[src/rtl/sin_linear_pkg.sv]
// Shared constants and types for the sin_linear request arbiter.
package sin_linear_pkg;

   localparam logic [31:0] COS_OFFSET = 32'h4000_0000;
   localparam int DEFAULT_CORE_LAT = 3;
   localparam int DEF_OUTPUT_WIDTH = 32;

   function automatic int id_width(input int n);
      return (n <= 2) ? 1 : $clog2(n);
   endfunction

   localparam int DEF_ID_W = id_width(4);

   typedef struct packed {
      logic [DEF_ID_W-1:0]         id;
      logic [DEF_OUTPUT_WIDTH-1:0] result;
   } res_word_t;

endpackage

[src/rtl/sin_linear_arbiter_if.sv]
// Request, core and result signals of the sin_linear arbiter; slave is the arbiter side.
interface sin_linear_arbiter_if #(
   parameter int NUM_REQ      = 4,
   parameter int OUTPUT_WIDTH = 32,
   parameter int ID_W         = sin_linear_pkg::id_width(NUM_REQ)
);
   logic [NUM_REQ-1:0]      req_valid_i;
   logic [32*NUM_REQ-1:0]   req_phase_i;
   logic [NUM_REQ-1:0]      req_cos_i;
   logic [NUM_REQ-1:0]      req_ready_o;
   logic [31:0]             core_phase_o;
   logic                    core_valid_o;
   logic [OUTPUT_WIDTH-1:0] core_result_i;
   logic                    core_valid_i;
   logic                    res_valid_o;
   logic                    res_ready_i;
   logic [OUTPUT_WIDTH-1:0] res_data_o;
   logic [ID_W-1:0]         res_id_o;
   logic                    err_o;

   modport slave (
      input  req_valid_i, req_phase_i, req_cos_i, core_result_i, core_valid_i, res_ready_i,
      output req_ready_o, core_phase_o, core_valid_o, res_valid_o, res_data_o, res_id_o, err_o
   );

   modport master (
      output req_valid_i, req_phase_i, req_cos_i, core_result_i, core_valid_i, res_ready_i,
      input  req_ready_o, core_phase_o, core_valid_o, res_valid_o, res_data_o, res_id_o, err_o
   );
endinterface

[src/rtl/sin_res_fifo.sv]
// Synchronous result FIFO; the head word is held in an output register so
// data/valid come straight from flops and stay put while the consumer stalls.
module sin_res_fifo
   import sin_linear_pkg::*;
#(
   parameter type word_t = res_word_t,
   parameter int  DEPTH  = 8
) (
   input  logic                   clk,
   input  logic                   resetn,
   input  logic                   push,
   input  word_t                  push_data,
   input  logic                   pop,
   output word_t                  out_data,
   output logic [$clog2(DEPTH):0] count,
   output logic                   full,
   output logic                   empty
);
   localparam int PW = $clog2(DEPTH);

   word_t          mem_r [DEPTH];
   word_t          out_r;
   word_t          head_n_s;
   logic [PW-1:0]  wr_ptr_r;
   logic [PW-1:0]  rd_ptr_r;
   logic [PW-1:0]  rd_ptr_n_s;
   logic [PW:0]    count_r;
   logic [PW:0]    keep_s;
   logic [PW:0]    count_n_s;
   logic           full_r;
   logic           empty_r;
   logic           push_ok_s;
   logic           pop_ok_s;

   // An empty FIFO bypasses the pushed word straight into the head register.
   always_comb begin
      push_ok_s  = push & ~full_r;
      pop_ok_s   = pop & ~empty_r;
      rd_ptr_n_s = pop_ok_s ? rd_ptr_r + PW'(1) : rd_ptr_r;
      keep_s     = count_r - {{PW{1'b0}}, pop_ok_s};
      count_n_s  = keep_s + {{PW{1'b0}}, push_ok_s};
      if (keep_s == '0) begin
         head_n_s = push_ok_s ? push_data : out_r;
      end else begin
         head_n_s = mem_r[rd_ptr_n_s];
      end
   end

   always_ff @(posedge clk or negedge resetn) begin
      if (!resetn) begin
         for (int i = 0; i < DEPTH; i++) begin
            mem_r[i] <= '0;
         end
         out_r    <= '0;
         wr_ptr_r <= '0;
         rd_ptr_r <= '0;
         count_r  <= '0;
         full_r   <= 1'b0;
         empty_r  <= 1'b1;
      end else begin
         if (push_ok_s) begin
            mem_r[wr_ptr_r] <= push_data;
            wr_ptr_r        <= wr_ptr_r + PW'(1);
         end
         out_r    <= head_n_s;
         rd_ptr_r <= rd_ptr_n_s;
         count_r  <= count_n_s;
         full_r   <= (count_n_s == (PW+1)'(DEPTH));
         empty_r  <= (count_n_s == '0);
      end
   end

   assign out_data = out_r;
   assign count    = count_r;
   assign full     = full_r;
   assign empty    = empty_r;
endmodule

[src/rtl/sin_linear_arbiter.sv]
// Round-robin sharing of one pipelined sin_linear core among NUM_REQ requesters,
// with credit-gated issue, an ID tag pipe and an in-order result FIFO.
module sin_linear_arbiter
   import sin_linear_pkg::*;
#(
   parameter int NUM_REQ      = 4,
   parameter int OUTPUT_WIDTH = 32,
   parameter int CORE_LAT     = DEFAULT_CORE_LAT,
   parameter int FIFO_DEPTH   = 8,
   parameter int ID_W         = id_width(NUM_REQ)
) (
   input logic                 clk,
   input logic                 resetn,
   sin_linear_arbiter_if.slave bus
);
   localparam int CNT_W = $clog2(FIFO_DEPTH) + 2;

   typedef struct packed {
      logic [ID_W-1:0]         id;
      logic [OUTPUT_WIDTH-1:0] result;
   } word_t;

   logic [ID_W-1:0]            ptr_r;
   logic [ID_W-1:0]            grant_id_s;
   logic [ID_W-1:0]            cand_s;
   logic                       grant_found_s;
   logic                       hit_s;
   logic                       credit_ok_s;
   logic                       xfer_s;
   logic [31:0]                sel_phase_s;
   logic                       sel_cos_s;
   logic                       core_valid_r;
   logic [31:0]                core_phase_r;
   logic [ID_W-1:0]            issue_id_r;
   logic [CORE_LAT-1:0]        tag_valid_r;
   logic [ID_W-1:0]            tag_id_r [CORE_LAT];
   logic                       ret_s;
   logic [CNT_W-1:0]           inflight_r;
   logic [$clog2(FIFO_DEPTH):0] fifo_count_s;
   logic                       fifo_full_s;
   logic                       fifo_empty_s;
   logic                       err_r;
   logic                       err_set_s;
   word_t                      push_word_s;
   word_t                      out_word_s;

   assign credit_ok_s = (CNT_W'(fifo_count_s) + inflight_r) < CNT_W'(FIFO_DEPTH);

   // First asserted request after the pointer, with wrap-around.
   always_comb begin
      grant_found_s = 1'b0;
      grant_id_s    = '0;
      cand_s        = '0;
      hit_s         = 1'b0;
      for (int k = 1; k <= NUM_REQ; k++) begin
         cand_s        = ID_W'((int'(ptr_r) + k) % NUM_REQ);
         hit_s         = ~grant_found_s & bus.req_valid_i[cand_s];
         grant_id_s    = hit_s ? cand_s : grant_id_s;
         grant_found_s = grant_found_s | hit_s;
      end
   end

   always_comb begin
      sel_phase_s = 32'h0000_0000;
      sel_cos_s   = 1'b0;
      for (int i = 0; i < NUM_REQ; i++) begin
         sel_phase_s = (grant_id_s == ID_W'(i)) ? bus.req_phase_i[32*i +: 32] : sel_phase_s;
         sel_cos_s   = (grant_id_s == ID_W'(i)) ? bus.req_cos_i[i] : sel_cos_s;
      end
   end

   assign xfer_s          = grant_found_s & credit_ok_s;
   assign bus.req_ready_o = xfer_s ? (NUM_REQ'(1) << grant_id_s) : '0;

   always_ff @(posedge clk or negedge resetn) begin
      if (!resetn) begin
         ptr_r        <= ID_W'(NUM_REQ - 1);
         core_valid_r <= 1'b0;
         core_phase_r <= 32'h0000_0000;
         issue_id_r   <= '0;
      end else begin
         core_valid_r <= xfer_s;
         issue_id_r   <= grant_id_s;
         if (xfer_s) begin
            ptr_r        <= grant_id_s;
            core_phase_r <= sel_phase_s + (sel_cos_s ? COS_OFFSET : 32'h0000_0000);
         end
      end
   end

   // The issue register is the first tag stage; the last stage lines up with core_valid_i.
   always_ff @(posedge clk or negedge resetn) begin
      if (!resetn) begin
         tag_valid_r <= '0;
         for (int i = 0; i < CORE_LAT; i++) begin
            tag_id_r[i] <= '0;
         end
      end else begin
         tag_valid_r[0] <= core_valid_r;
         tag_id_r[0]    <= issue_id_r;
         for (int i = 1; i < CORE_LAT; i++) begin
            tag_valid_r[i] <= tag_valid_r[i-1];
            tag_id_r[i]    <= tag_id_r[i-1];
         end
      end
   end

   assign ret_s     = tag_valid_r[CORE_LAT-1];
   assign err_set_s = (bus.core_valid_i != ret_s) | (bus.core_valid_i & fifo_full_s);

   // Returns are counted from the tag so a spurious core_valid_i cannot underflow.
   always_ff @(posedge clk or negedge resetn) begin
      if (!resetn) begin
         inflight_r <= '0;
         err_r      <= 1'b0;
      end else begin
         case ({xfer_s, ret_s})
            2'b10:   inflight_r <= inflight_r + CNT_W'(1);
            2'b01:   inflight_r <= inflight_r - CNT_W'(1);
            default: inflight_r <= inflight_r;
         endcase
         err_r <= err_r | err_set_s;
      end
   end

   assign push_word_s.id     = tag_id_r[CORE_LAT-1];
   assign push_word_s.result = bus.core_result_i;

   sin_res_fifo #(
      .word_t (word_t),
      .DEPTH  (FIFO_DEPTH)
   ) u_res_fifo (
      .clk       (clk),
      .resetn    (resetn),
      .push      (bus.core_valid_i),
      .push_data (push_word_s),
      .pop       (bus.res_ready_i),
      .out_data  (out_word_s),
      .count     (fifo_count_s),
      .full      (fifo_full_s),
      .empty     (fifo_empty_s)
   );

   assign bus.core_valid_o = core_valid_r;
   assign bus.core_phase_o = core_phase_r;
   assign bus.res_valid_o  = ~fifo_empty_s;
   assign bus.res_data_o   = out_word_s.result;
   assign bus.res_id_o     = out_word_s.id;
   assign bus.err_o        = err_r;
endmodule

[src/flat_wrapper.sv]
// flat-port wrapper written by rule: the top's interface ports become plain ports
module sin_linear_arbiter_flat import sin_linear_pkg::*;
#(
   parameter int NUM_REQ      = 4,
   parameter int OUTPUT_WIDTH = 32,
   parameter int CORE_LAT     = DEFAULT_CORE_LAT,
   parameter int FIFO_DEPTH   = 8,
   parameter int ID_W         = id_width(NUM_REQ)
)
  (clk, resetn, bus_req_valid_i, bus_req_phase_i, bus_req_cos_i, bus_core_result_i, bus_core_valid_i, bus_res_ready_i, bus_req_ready_o, bus_core_phase_o, bus_core_valid_o, bus_res_valid_o, bus_res_data_o, bus_res_id_o, bus_err_o);
  sin_linear_arbiter_if #(.NUM_REQ(NUM_REQ), .OUTPUT_WIDTH(OUTPUT_WIDTH), .ID_W(ID_W)) bus_i ();
  input logic clk;
  input logic resetn;
  input wire logic [$bits(bus_i.req_valid_i)-1:0] bus_req_valid_i;
  input wire logic [$bits(bus_i.req_phase_i)-1:0] bus_req_phase_i;
  input wire logic [$bits(bus_i.req_cos_i)-1:0] bus_req_cos_i;
  input wire logic [$bits(bus_i.core_result_i)-1:0] bus_core_result_i;
  input wire logic [$bits(bus_i.core_valid_i)-1:0] bus_core_valid_i;
  input wire logic [$bits(bus_i.res_ready_i)-1:0] bus_res_ready_i;
  output wire logic [$bits(bus_i.req_ready_o)-1:0] bus_req_ready_o;
  output wire logic [$bits(bus_i.core_phase_o)-1:0] bus_core_phase_o;
  output wire logic [$bits(bus_i.core_valid_o)-1:0] bus_core_valid_o;
  output wire logic [$bits(bus_i.res_valid_o)-1:0] bus_res_valid_o;
  output wire logic [$bits(bus_i.res_data_o)-1:0] bus_res_data_o;
  output wire logic [$bits(bus_i.res_id_o)-1:0] bus_res_id_o;
  output wire logic [$bits(bus_i.err_o)-1:0] bus_err_o;
  assign bus_i.req_valid_i = bus_req_valid_i;
  assign bus_i.req_phase_i = bus_req_phase_i;
  assign bus_i.req_cos_i = bus_req_cos_i;
  assign bus_i.core_result_i = bus_core_result_i;
  assign bus_i.core_valid_i = bus_core_valid_i;
  assign bus_i.res_ready_i = bus_res_ready_i;
  assign bus_req_ready_o = bus_i.req_ready_o;
  assign bus_core_phase_o = bus_i.core_phase_o;
  assign bus_core_valid_o = bus_i.core_valid_o;
  assign bus_res_valid_o = bus_i.res_valid_o;
  assign bus_res_data_o = bus_i.res_data_o;
  assign bus_res_id_o = bus_i.res_id_o;
  assign bus_err_o = bus_i.err_o;
  sin_linear_arbiter #(.NUM_REQ(NUM_REQ), .OUTPUT_WIDTH(OUTPUT_WIDTH), .CORE_LAT(CORE_LAT), .FIFO_DEPTH(FIFO_DEPTH), .ID_W(ID_W)) u_core (.clk(clk), .resetn(resetn), .bus(bus_i));
endmodule
[config.mk]
export PLATFORM = sky130hd
export DESIGN_NAME = sin_linear_arbiter_flat
export DESIGN_NICKNAME = d
export VERILOG_FILES = /design/src/rtl/sin_linear_pkg.sv /design/src/rtl/sin_linear_arbiter_if.sv /design/src/rtl/sin_res_fifo.sv /design/src/rtl/sin_linear_arbiter.sv /design/src/flat_wrapper.sv
export SDC_FILE = /design/constraint.sdc
export NUM_CORES = 1
export LEC_CHECK = 0
export ABC_AREA = 0
export CORE_MARGIN = 8
export CORE_UTILIZATION = 36
export DETAILED_ROUTE_END_ITERATION = 12
export DONT_BUFFER_PORTS = 1
export GPL_TIMING_DRIVEN = 0
export PLACE_DENSITY_LB_ADDON = 0.08
export SETUP_SLACK_MARGIN = 0.3
export SYNTH_ARGS = -nofsm -noshare
export SYNTH_HDL_FRONTEND = slang
export SYNTH_SLANG_ARGS = --single-unit
export TNS_END_PERCENT = 100
[constraint.sdc]
create_clock -name clk -period 4.55 [get_ports clk]
set_input_delay 1.365 -clock clk [delete_from_list [all_inputs] [get_ports clk]]
set_output_delay 1.365 -clock clk [all_outputs]
set_load 0.01 [all_outputs]
== Yosys cells after proc, flatten, opt, wreduce, memory -nomap -nowiden ==
Index checks and enable logic that the tools add are counted.

* Register bits: 370
* Input port bits: 172

* Reduce and logical (&&, ||, !) cells: 5
* Equal/unequal tests: 8
* Shifts and indexed selects: 1
* $add $sub $neg: 12
* Bitwise operators: 19
* Muxes and demuxes: 32
* $lt $le $gt $ge: 8

{| class="wikitable"
|+ Operators by type and width
! kind !! number
|-
| 272-bit bitwise mux || 1
|-
| 34-bit 2-to-1 mux || 5
|-
| 32-bit 2-to-1 mux || 4
|-
| 34-bit binary-select mux with 3-bit select || 1
|-
| 34-bit demux with 3-bit select || 1
|-
| 32-bit adder || 1
|-
| 31-bit 2-to-1 mux || 1
|-
| 2-bit by 3-bit < comparator with 1-bit output (second input constant) || 4
|-
| 5-bit one-hot mux with 2 select lines || 1
|-
| 1-bit binary-select mux with 2-bit select || 4
|-
| 4-bit >= comparator (second input constant) || 2
|-
| 4-bit logical NOT || 2
|-
| 1-bit 2-to-1 mux || 8
|-
| 2-bit 2-to-1 mux || 4
|-
| 3-bit NOT with 4-bit output || 2
|-
| 1-bit bitwise AND || 7
|-
| 3-bit by 1-bit adder with 3-bit output (second input constant) || 2
|-
| 2-bit == test (second input constant) || 3
|-
| 4-bit by 5-bit adder with 5-bit output || 1
|-
| 5-bit by 1-bit adder with 5-bit output (second input constant) || 1
|-
| 5-bit by 4-bit < comparator with 1-bit output (second input constant) || 1
|-
| 1-bit NOT || 5
|-
| 1-bit OR || 5
|-
| 5-bit by 1-bit subtractor with 5-bit output (second input constant) || 1
|-
| other kinds (15) || 18
|}

== Longest topological paths before layout ==
* Depth in word-level cells: 19
* Gate-level depth with buffers: 16
* Gate-level depth less buffers: 13

== Modules after synthesis ==
A second synthesis with hierarchy kept.

* Cell total of the unflattened synthesis: 1,901
* Area total of the unflattened synthesis: 20,159.3 um^2

{| class="wikitable"
|+ By module, submodules not included
! module !! sequential area each (um^2) !! instances !! area an instance (um^2) !! cells an instance
|-
| sin_res_fifo || 7,958.9 || 1 || 16,981.3 || 1,526
|-
| sin_linear_arbiter || 1,303.8 || 1 || 3,178.0 || 375
|}

== Worst setup path before layout ==
Ideal clock, no wire load.

* Path type: input-to-output
* Start point: in bus_req_valid_i[3]
* End point: out bus_req_ready_o[2]
* Cell stages on the path: 10
* Buffers on the path: 4
* Data required time: 3,185 ps
* Arrival time: 2,976 ps
* Slack: 209 ps
* Cell sequence: buf_2 > nor2_1 > a211o_1 > or3_1 > buf_2 > inv_2 > buf_6 > buf_4 > nand2_1 > nor3_1

* Longest elaborated chain between the ends: 13

{| class="wikitable"
|+ Ends and longest elaborated chain
! element !! line !! RTL
|-
| start: declaration || flat_wrapper.sv:14 || <nowiki>input wire logic [$bits(bus_i.req_valid_i)-1:0] bus_req_valid_i;</nowiki>
|-
| 1-bit binary-select mux with 2-bit select || sin_linear_arbiter.sv:57 || <nowiki>hit_s = ~grant_found_s & bus.req_valid_i[cand_s];</nowiki>
|-
| 1-bit 2-to-1 mux (implied by the code) || sin_linear_arbiter.sv:57 ||
|-
| 1-bit NOT || sin_linear_arbiter.sv:57 ||
|-
| 1-bit bitwise AND || sin_linear_arbiter.sv:57 ||
|-
| 1-bit OR || sin_linear_arbiter.sv:59 || <nowiki>grant_found_s = grant_found_s | hit_s;</nowiki>
|-
| 1-bit NOT || sin_linear_arbiter.sv:57 ||
|-
| 1-bit bitwise AND || sin_linear_arbiter.sv:57 ||
|-
| 1-bit OR || sin_linear_arbiter.sv:59 ||
|-
| 1-bit NOT || sin_linear_arbiter.sv:57 ||
|-
| 1-bit bitwise AND || sin_linear_arbiter.sv:57 ||
|-
| 2-bit 2-to-1 mux or 1-bit OR (tied branches) || sin_linear_arbiter.sv:58, sin_linear_arbiter.sv:59 ||
|-
| 1-bit by 2-bit left shift with 4-bit output or 1-bit bitwise AND (tied branches) || sin_linear_arbiter.sv:73, sin_linear_arbiter.sv:72 ||
|-
| 4-bit 2-to-1 mux * || sin_linear_arbiter.sv:73 || <nowiki>assign bus.req_ready_o = xfer_s ? (NUM_REQ'(1) << grant_id_s) : '0;</nowiki>
|-
| end: declaration || flat_wrapper.sv:20 || <nowiki>output wire logic [$bits(bus_i.req_ready_o)-1:0] bus_req_ready_o;</nowiki>
|}

Mark *: on every way between the ends. The rest lies on a longest branch, timed or not. The select of a mux whose other input is x is not followed.

== Worst setup path after layout ==
Ends and elaborated chain as after synthesis.

==> summary.md <==
| Metric | Value |
|---|---|
| Status | complete, no violations |
| Worst EP arrival | 2810 ps |
| Synth top cells by count | dfrtp_1, mux2_2, mux2i_1 |
| Number of cells on the critical path | 10 |
| Total grt overflow | 0 |
| Final hold vios | 0 |
| Cell chain of the critical path | buf_6, nor2_2, a211o_1, or3_1, buf_6, inv_2, buf_8, buf_12, nand2_4, nor3_4 |
| CP endpoint kind | primary output |
| Synthesized instance count | 1287 |
| Router iterations before antenna repair | 7 |
| Clock power frac | 19.4% |
| Sequential cell area fraction in the yosys report | 52.1% |
| Critical path's slowest cell | or3_1 |
| Top FF cell, synth | dfrtp_1 |
| Clock sink count | 370 |
| Routed Antenna Nets | 0 |
| Sw power | 6.16 mW |
| Area leader, netlist | dfrtp_1 |
| CTS tree | built |
| Startpoint types | input pin |
| Via density | 5.31 |
| Worst-Margin Slew | 1020 ps |
| Syn Area/Cell | 13.8 um^2 |
| H-tree depth | 2 |
| Final setup vio count | 0 |
| Pleak | 8.66 nW |
| IO Port Bufs | 0 |
| DRC | 0 |
| Layout Utilization | 41.1% |
| Row count | 81 |
| Worst R2R Path Depth | 15 |
| Net Sw Frac | 35.7% |
| Clock latency at the later pin of the worst-skew pair | 570 ps |
| Via count | 10800 |
| HP Class | reg -> reg |
| Clock-pin transition on the worst setup and hold timing paths | 60 ps |
| GR Util All Layers | 17.2% |
| Flop pwr share | 35.6% |
| Cts bufs inserted | 44 |
| Crit Path Category | in -> out |
| Mapped Area | 17800 um^2 |
| Synth cell types | 57 |
| Syn_nets | 1472 |
| Power Dens Cells | 861 nW/um^2 |
| Crit path top cell by count | buf_6 |
| Fmax | 240 MHz |
| Area growth, synth to finish | 12.9% |
| Top Ports | 245 |
| Count of final max-slew check failures | 0 |
| Worst Hold Path Cells | 0 |
| Period Utilization, post-route | 91.8% |
| CP bufs+invs | 5 |
| Final HPWL DP | 31500 um |
| DIE AREA | 56700 um^2 |
| Slew margin rel. | 31.5% |
| Critical-path maximum fanout | 9 |
| Initial core utilization | 36.4% |
| Die Wd | 238 um |
| Area of the core | 48800 um^2 |
| Top cell type's share of synthesized area | 51.7% |
| WL/cell | 23.8 um |
| RSZ-0062 raised after global routing | false |
| CTS max path bufs | 3 |
| Layout cell share with drive strength beyond 1 | 34.4% |
| CTS Hold Bufs | 0 |
| WHS | 347 ps |
| Minimum clock period | 4180 ps |
| Clock root cell | clkbuf_16 |
| Max incr delay on CP | 320 ps |
| Max-cap viol count | 0 |
| P_int | 11.1 mW |
| Register bit total from synthesis | 370 |
| Antenna cell count | 0 |
| Peak VDD IR | 0.337 mV |
| Largest net degree at the start of global routing | 371 |
| Async SR Flop Fraction | 100% |
| Yosys warns | 0 |
| Worst path required time | 3180 ps |
| WL final | 48400 um |
| Antenna violations before repair | 0 |
| R2R Setup Slk | 840 ps |
| Vias in the first global route | 11700 |
| Initial drt markers | 567 |
| Combinational fraction of design power | 44.9% |
| GP Congestion | 0.767 |
| Layout Skew | 21.1 ps |
| Fin nets | 1523 |
| FILL cells | 4638 |
| Most common cell in the synthesized netlist | dfrtp_1 |
| Largest delay contributor family on the critical path | simple AND/OR/NAND/NOR gates |
| Top post-synthesis cells by area | dfrtp_1, mux2_2, mux2i_1 |
| EDFF count, synth | 0 |
| Global-route wire length before repair | 74800 um |
| Die height | 238 um |
## per-stage QoR
| step | instance area (um^2) | TNS [ps] | worst slack, ps | power [mW] | std cells |
|---|---|---|---|---|---|
| after detailed placement | 18600 | -382 | -208 | 14.0 | 1951 |
| after global placement | 18600 | -243 | -144 | 13.8 | 1951 |
| final | 20100 | 0 | 375 | 17.3 | 2032 |
| after CTS | 20000 | 0 | 321 | 17.5 | 2030 |
| after global routing | 20100 | 0 | 300 | 18.5 | 2032 |
| after floorplan | 17800 | 0 | 305 | 11.9 | 1287 |
## flip-flops by register name, indices dropped and copies added (netlist names)
signal,count
u_core.tag_id_r,4
u_core.u_res_fifo.mem_r,272
u_core.bus.core_valid_o,1
u_core.issue_id_r,2
u_core.inflight_r,5
u_core.push_word_s,2
u_core.u_res_fifo.rd_ptr_r,3
u_core.u_res_fifo.count,4
u_core.u_res_fifo.out_data,34
u_core.tag_valid_r,3
u_core.bus.err_o,1
u_core.u_res_fifo.empty,1
u_core.ptr_r,2
u_core.u_res_fifo.wr_ptr_r,3
u_core.bus.core_phase_o,32
u_core.u_res_fifo.full,1
## power by group through the flow
| stage | combinational, mW | sequential (mW) | clock (mW) |
|---|---|---|---|
| 2_1_floorplan | 6.04 | 5.85 | 0 |
| 3_3_place_gp | 7.63 | 6.17 | 0 |
| 3_5_place_dp | 7.75 | 6.21 | 0 |
| 4_1_cts | 7.88 | 6.17 | 3.49 |
| 5_1_grt | 8.49 | 6.40 | 3.62 |
| 6_report | 7.76 | 6.15 | 3.36 |
## repair_timing
item / 4_1_cts / 5_1_grt
resized for setup: 11 / 2
pin swaps: 1 / 1
endpoints found under the setup margin: 3 / 3
setup buffers: 3 / 2
## worst paths after layout
| check | from | to |
|---|---|---|
| setup / recovery | bus_req_valid_i[3] | bus_req_ready_o[2] |
| hold / removal | u_core.tag_id_r[4] | u_core.tag_id_r[2] |
| max in group asynchronous | resetn | u_core.u_res_fifo.out_data[27] |
| hold reg to reg | u_core.tag_id_r[4] | u_core.tag_id_r[2] |
| setup reg to reg | u_core.u_res_fifo.count[3] | u_core.inflight_r[4] |
| min in group asynchronous | resetn | u_core.u_res_fifo.out_data[7] |
## cells in the final DEF, fill, tap and decap left out, types with 4 or more instances in the layout
cell type	instances
and3_1	4
buf_4	10
a211oi_1	36
clkbuf_4	8
clkbuf_16	44
and2_1	36
xor2_1	4
inv_1	15
nand3b_1	4
a222oi_1	16
clkbuf_8	9
buf_12	5
clkinv_2	7
nand2_1	23
ha_1	13
clkbuf_1	53
nor2_1	30
nand3_1	5
mux2_2	301
dfrtp_1	367
buf_2	25
xnor2_1	7
mux4_2	35
a21oi_1	58
mux2_1	5
o21ai_0	5
mux2i_1	177
## kinds of logic (layout without fill, tap and decap cells)
family	count (synthesis)	count (layout)	share of synthesized area, %
compound gates	137	137	5.15
xor+xnor	12	12	0.697
fa+ha+maj	13	13	0.915
buf+inv	105	186	3.24
flops	370	370	52.1
mux	519	519	33.9
simple gates	131	131	3.97
## metal layers
metal / vias to the layer above / GRT usage [%] / part of all wire (%)
met5: - / 0 / 0
met4: 0 / 4.61 / 1.8
li1: 4862 / - / -
met3: 54 / 4.76 / 6.0
met2: 232 / 28.6 / 49
met1: 5647 / 21.8 / 44
## layout make-up
type                            instances  area [um^2]  share of cell area, %
Timing Repair Buffer                    5         37.5                  0.187
Clock inverter                         10         90.1                  0.449
Tap cell                              664          831                   4.14
Buffer                                 89          552                   2.75
Multi-Input combinational cell        812         7960                   39.7
Inverter                               16         60.1                  0.299
Clock buffer                           66         1270                   6.35
Sequential cell                       370         9260                   46.2
Power figures use the tool's default switching activity.
